[src/rtl/systolic_feeder.sv]
// systolic_feeder
// Streams a 2x2 weight matrix and a sequence of activation rows into a 2x2 systolic array.
// Weights are shifted in over three cycles (column 1 first, column 2 one cycle behind).
// Activation rows are buffered in a 4-entry FIFO. Column 0 of each row goes to array row 1
// when the row is popped. Column 1 follows one cycle later on array row 2 (input skew).
//
// Ports:
//   clk, rst                      clock, synchronous active-high reset
//   w_valid_in / w_ready_out      weight-set handshake; w_XY_in = W[X][Y], signed Q8.8
//   a_valid_in / a_ready_out      activation-row handshake; a_row_N_in = A[r][N]; a_last_in
//   sys_weight_in_x1/x2           weights to array columns 1/2
//   sys_accept_w_1/2              weight-shift enables for columns 1/2
//   sys_switch_in, sys_start      weight-switch strobe, row-1 activation valid
//   sys_data_in_1x/2x             activations to array rows 1/2
//   ub_rd_col_size_out/_valid_out column-size request to the unified buffer
//   busy_out, done_out            operation in progress, one-cycle completion pulse
module systolic_feeder (
   input  logic        clk,
   input  logic        rst,
   input  logic        w_valid_in,
   output logic        w_ready_out,
   input  logic [15:0] w_00_in,
   input  logic [15:0] w_01_in,
   input  logic [15:0] w_10_in,
   input  logic [15:0] w_11_in,
   input  logic        a_valid_in,
   output logic        a_ready_out,
   input  logic [15:0] a_row_0_in,
   input  logic [15:0] a_row_1_in,
   input  logic        a_last_in,
   output logic [15:0] sys_weight_in_x1,
   output logic [15:0] sys_weight_in_x2,
   output logic        sys_accept_w_1,
   output logic        sys_accept_w_2,
   output logic        sys_switch_in,
   output logic        sys_start,
   output logic [15:0] sys_data_in_1x,
   output logic [15:0] sys_data_in_2x,
   output logic [15:0] ub_rd_col_size_out,
   output logic        ub_rd_col_size_valid_out,
   output logic        busy_out,
   output logic        done_out
);

   localparam int unsigned Depth = 4;

   typedef enum logic [2:0] {StIdle, StLoadW0, StLoadW1, StFeed, StDrain} state_t;

   state_t      r_state;
   logic [15:0] r_w00, r_w01, r_w10, r_w11;
   logic        r_first_feed;  // high during the cycle right after LOAD_W1
   logic [15:0] r_skew;        // A[r][1] of the row popped last cycle, 0 if none

   logic [15:0] r_fifo_a0   [Depth];
   logic [15:0] r_fifo_a1   [Depth];
   logic        r_fifo_last [Depth];
   logic [1:0]  r_wr_ptr, r_rd_ptr;
   logic [2:0]  r_count;

   logic        w_empty, w_full, w_push, w_pop;
   logic [15:0] w_head_a0, w_head_a1;
   logic        w_head_last;

   assign w_empty     = (r_count == 3'd0);
   assign w_full      = (r_count == 3'd4);
   assign w_push      = a_valid_in && !w_full;
   assign w_pop       = ((r_state == StLoadW1) || (r_state == StFeed)) && !w_empty;
   assign w_head_a0   = r_fifo_a0[r_rd_ptr];
   assign w_head_a1   = r_fifo_a1[r_rd_ptr];
   assign w_head_last = r_fifo_last[r_rd_ptr];

   // FIFO storage needs no reset; the pointers define which entries are live.
   always_ff @(posedge clk) begin
      if (!rst && w_push) begin
         r_fifo_a0[r_wr_ptr]   <= a_row_0_in;
         r_fifo_a1[r_wr_ptr]   <= a_row_1_in;
         r_fifo_last[r_wr_ptr] <= a_last_in;
      end
   end

   always_ff @(posedge clk) begin
      if (rst) begin
         r_wr_ptr <= 2'd0;
         r_rd_ptr <= 2'd0;
         r_count  <= 3'd0;
      end else begin
         if (w_push) r_wr_ptr <= r_wr_ptr + 2'd1;
         if (w_pop)  r_rd_ptr <= r_rd_ptr + 2'd1;
         case ({w_push, w_pop})
            2'b10:   r_count <= r_count + 3'd1;
            2'b01:   r_count <= r_count - 3'd1;
            default: r_count <= r_count;
         endcase
      end
   end

   always_ff @(posedge clk) begin
      if (rst) begin
         r_state      <= StIdle;
         r_w00        <= 16'd0;
         r_w01        <= 16'd0;
         r_w10        <= 16'd0;
         r_w11        <= 16'd0;
         r_first_feed <= 1'b0;
         r_skew       <= 16'd0;
      end else begin
         r_skew <= w_pop ? w_head_a1 : 16'd0;
         case (r_state)
            StIdle: begin
               if (w_valid_in) begin
                  r_w00   <= w_00_in;
                  r_w01   <= w_01_in;
                  r_w10   <= w_10_in;
                  r_w11   <= w_11_in;
                  r_state <= StLoadW0;
               end
            end
            StLoadW0: begin
               if (!w_empty) r_state <= StLoadW1;
            end
            StLoadW1: begin
               r_first_feed <= 1'b1;
               r_state      <= w_head_last ? StDrain : StFeed;
            end
            StFeed: begin
               r_first_feed <= 1'b0;
               if (w_pop && w_head_last) r_state <= StDrain;
            end
            StDrain: begin
               r_first_feed <= 1'b0;
               r_state      <= StIdle;
            end
            default: r_state <= StIdle;
         endcase
      end
   end

   always_comb begin
      w_ready_out              = (r_state == StIdle);
      a_ready_out              = !w_full;
      busy_out                 = (r_state != StIdle);
      done_out                 = 1'b0;
      sys_weight_in_x1         = 16'd0;
      sys_weight_in_x2         = 16'd0;
      sys_accept_w_1           = 1'b0;
      sys_accept_w_2           = 1'b0;
      sys_switch_in            = 1'b0;
      sys_start                = 1'b0;
      sys_data_in_1x           = 16'd0;
      sys_data_in_2x           = r_skew;
      ub_rd_col_size_out       = 16'd0;
      ub_rd_col_size_valid_out = 1'b0;
      unique case (r_state)
         StLoadW0: begin
            sys_accept_w_1           = 1'b1;
            sys_weight_in_x1         = r_w10;
            ub_rd_col_size_out       = 16'd2;
            ub_rd_col_size_valid_out = 1'b1;
         end
         StLoadW1: begin
            sys_accept_w_1   = 1'b1;
            sys_weight_in_x1 = r_w00;
            sys_accept_w_2   = 1'b1;
            sys_weight_in_x2 = r_w11;
            sys_switch_in    = 1'b1;
            sys_start        = w_pop;
            sys_data_in_1x   = w_pop ? w_head_a0 : 16'd0;
         end
         StFeed: begin
            // Column 2 lags column 1 by one cycle, so its last weight lands here.
            if (r_first_feed) begin
               sys_accept_w_2   = 1'b1;
               sys_weight_in_x2 = r_w01;
               sys_switch_in    = 1'b1;
            end
            sys_start      = w_pop;
            sys_data_in_1x = w_pop ? w_head_a0 : 16'd0;
         end
         StDrain: begin
            if (r_first_feed) begin
               sys_accept_w_2   = 1'b1;
               sys_weight_in_x2 = r_w01;
               sys_switch_in    = 1'b1;
            end
            done_out = 1'b1;
         end
         default: ;
      endcase
   end

endmodule
[config.mk]
export PLATFORM = sky130hd
export DESIGN_NAME = systolic_feeder
export DESIGN_NICKNAME = d
export VERILOG_FILES = /design/src/rtl/systolic_feeder.sv
export SDC_FILE = /design/constraint.sdc
export NUM_CORES = 1
export LEC_CHECK = 0
export CORE_ASPECT_RATIO = 0.7
export CORE_MARGIN = 3
export CORE_UTILIZATION = 51
export CTS_CLUSTER_SIZE = 20
export DETAILED_ROUTE_END_ITERATION = 10
export HOLD_SLACK_MARGIN = 0.15
export PLACE_DENSITY = 0.79
export SETUP_SLACK_MARGIN = 0.15
export SLEW_MARGIN = 20
export SYNTH_ARGS = -nofsm -noshare
export SYNTH_HDL_FRONTEND = slang
export SYNTH_SLANG_ARGS = --single-unit
[constraint.sdc]
create_clock -name clk -period 2.7 [get_ports clk]
set_input_delay 0.405 -clock clk [delete_from_list [all_inputs] [get_ports clk]]
set_output_delay 0.405 -clock clk [all_outputs]
set_load 0.02 [all_outputs]
==> flow_metrics.tcl <==
set metrics [dict create \
    detailed_place_hpwl_mm 12.1 \
    gp_congestion 0.791 \
    clkPwrFrac_pct 38.2 \
    critical_path_required_ns 2.30 \
    pwr-share-seq_pct 50.2 \
    switching_power_mw 1.74 \
    grt_pass1_wl_mm 29.4 \
    num-fill-cells 1169 \
    ant_nets 0 \
    syn_to_final_growth_pct 29.8 \
    crit_chain "buf_12, mux4_2, and2_1, dlygate4sd2_1" \
    num-nets-final 932 \
    die_area_mm2 0.0188 \
    layout-drive-gt1-share_pct 14.9 \
    drv_cap 0 \
    rsz0062_at_grt "yes" \
    finalMaxSlewViolations 0 \
    wire_per_inst_um 17.5 \
    cts_hold_buf 0 \
    antenna_found_initial 0 \
    synth_edf_count 132 \
    critPathTopFamily "multiplexers" \
    path_buf_inv 2 \
    p_comb_share_pct 11.6 \
    clk_path_buf_depth 3 \
    intPower_mw 5.99 \
    worst_pin_slew_ns 0.920 \
    gr-total-overflow 0 \
    design.core.area_mm2 0.0166 \
    clock_sinks 225 \
    setup_violations 0 \
    synth-main-ff-cell "edfxtp_1" \
    async_flop_share_pct 0 \
    avgSynthCellArea_um2 13.5 \
    numPlacedInstances 1023 \
    firstDrtPassIters 5 \
    status "finished, final reports clean" \
    relSlewSlack_pct 38.6 \
    fin_cells 1066 \
    cpPeakStageDelay_ns 0.52 \
    clock_latency_ns 0.48 \
    track_usage_pct 19.5 \
    initial_core_util_pct 52.8 \
    numCtsBuffers 22 \
    h-tree-depth 1 \
    synth-seq-cells 225 \
    cp-start-kind "register" \
    syn_inst 650 \
    diodes 0 \
    seq_area_frac_synth_pct 66.5 \
    yosysUniqueCellTypes 41 \
    hp-class "primary input to register" \
    io_pins 190 \
    clk_pin_slew_worst_paths_ns 0.06 \
    drt_wl_total_mm 18.7 \
    rows 39 \
    post-route-drc-count 0 \
    totalPowerFinal_mw 7.73 \
    cp-end-kind "primary output" \
    crit_fanout 10 \
    crit_slowest_cell "mux4_2" \
    tritoncts "done" \
    power_density_mw_per_mm2 680 \
    die_w_um 163 \
    switching_share_pct 22.5 \
    fmax_mhz 402 \
    drtIter0Drc 436 \
    crit_type "register to primary output" \
    grt_max_degree 65 \
    portBuffers 174 \
    die-height_um 116 \
    final_hold_viol_count 0 \
    syn_area_mm2 0.00876 \
    min_period_over_period_pct 92.1 \
    grt_pass1_vias 5714 \
    cts_root_buffer "clkbuf_16" \
    p_leak_nw 4.22 \
    ir_worst_vdd_mv 0.485 \
    skew_ns 0.00602 \
    drt-vias-per-instance 5.31 \
    fin_crit_ns 2.49 \
    fin_tns_setup_ns 0 \
    setup_ws_ns 0.213 \
    ys_warn_count 0 \
    vias 5661 \
    pre_cts_ws_ns 0.304 \
    cp.arrival_ns 2.08 \
]
-- synthesized netlist by cell type, types with 2 or more instances --
cell	n	area share [%]
nor4b_1	2	0.20
a21oi_1	72	4.1
clkbuf_1	9	0.39
mux4_2	32	8.2
mux2_2	2	0.26
o21ai_0	4	0.23
a22o_1	32	3.2
nand2b_1	3	0.21
nor3_1	4	0.23
and2_1	20	1.4
nor3b_2	3	0.43
nor2b_1	16	1.1
xor2_1	2	0.20
dfxtp_1	93	21
buf_6	9	1.2
buf_4	25	2.1
inv_1	10	0.43
buf_2	14	0.80
or2_2	2	0.14
or3_1	2	0.14
nand3_1	3	0.17
nor2_1	8	0.34
nand2_1	130	5.6
ha_1	5	0.71
edfxtp_1	132	45
-- final cells by class --
cell class | instances | area [µm²] | share of cell area [%]
timing repair buffer | 195 | 1910 | 16.8
clock buffer | 35 | 703 | 6.19
inverter | 10 | 37.5 | 0.330
tap | 225 | 282 | 2.48
sequential | 225 | 5830 | 51.3
clock inverter | 5 | 21.3 | 0.187
multi-input combinational | 371 | 2580 | 22.7
-- state kept, by name, indices dropped and copies added (netlist names), named ones only --
signal / flops
r_fifo_a1: 64
r_wr_ptr: 2
r_state: 3
r_w01: 16
r_first_feed: 1
r_fifo_a0: 64
r_fifo_last: 4
r_w10: 16
r_w11: 16
sys_data_in_2x: 16
r_rd_ptr: 2
r_w00: 16
r_count: 3
-- metal layers --
layer,up-vias,part of all wire (%),routed length [µm],track usage [%]
met5,-,0,0,0
met4,0,1.6,297,4.06
met3,33,4.9,909,3.47
met2,172,51,9600,34.4
met1,2787,42,7890,26.0
li1,2669,-,-,-
-- timing repair --
action                     4_1_cts  5_1_grt
cloned                           1        1
setup buffers                    1        0
resized for setup               51       48
setup endpoints to repair       54       34
-- through the flow --
stage	util, %	hold WS [ns]	instance area (µm²)
global route	68.5	0.286	11400
detailed placement	64.3	0.447	10700
global placement	64.3	0.443	10700
finish	68.5	0.269	11400
floorplan	-	0.436	8810
CTS	68.6	0.243	11400
-- final timing paths --
check,depth (start not counted),from,slack [ns],endpoint
min,2,rst,0.27,r_count[0]
max,4,register,0.21,sys_data_in_1x[4]
max reg2reg,9,r_count[0],0.51,r_count[2]
min reg2reg,2,r_w10[15],0.46,r_w10[15]
-- power by group through the flow --
stage / sequential, mW / clock, mW / combinational [mW]
final: 3.88 / 2.95 / 0.897
after global routing: 3.89 / 3.18 / 0.978
after CTS: 3.87 / 3.03 / 0.901
after detailed placement: 3.95 / 0 / 0.899
after global placement: 3.93 / 0 / 0.871
after floorplan: 3.92 / 0 / 0.575
-- cells in the final DEF (no fill, tap or decap), drive strengths merged, types with 16 or more instances in the layout --
master / instances
edfxtp: 132
dfxtp: 93
buf: 22
nor2b: 16
a22o: 32
nand2: 130
dlygate4sd2: 28
mux4: 32
and2: 20
clkbuf: 52
a21oi: 72
clkdlybuf4s50: 120
-- cell families after synthesis --
logic type               synth area share (%)
flip-flops                               66.5
other                                  0.0428
XOR/XNOR                                0.200
buffers and inverters                    4.96
multiplexers                             8.49
adder cells (fa/ha/maj)                 0.943
AO/OA/AOI/OAI                            8.19
AND/OR/NAND/NOR                          10.7
No activity file was read; power rests on OpenSTA's default activity.
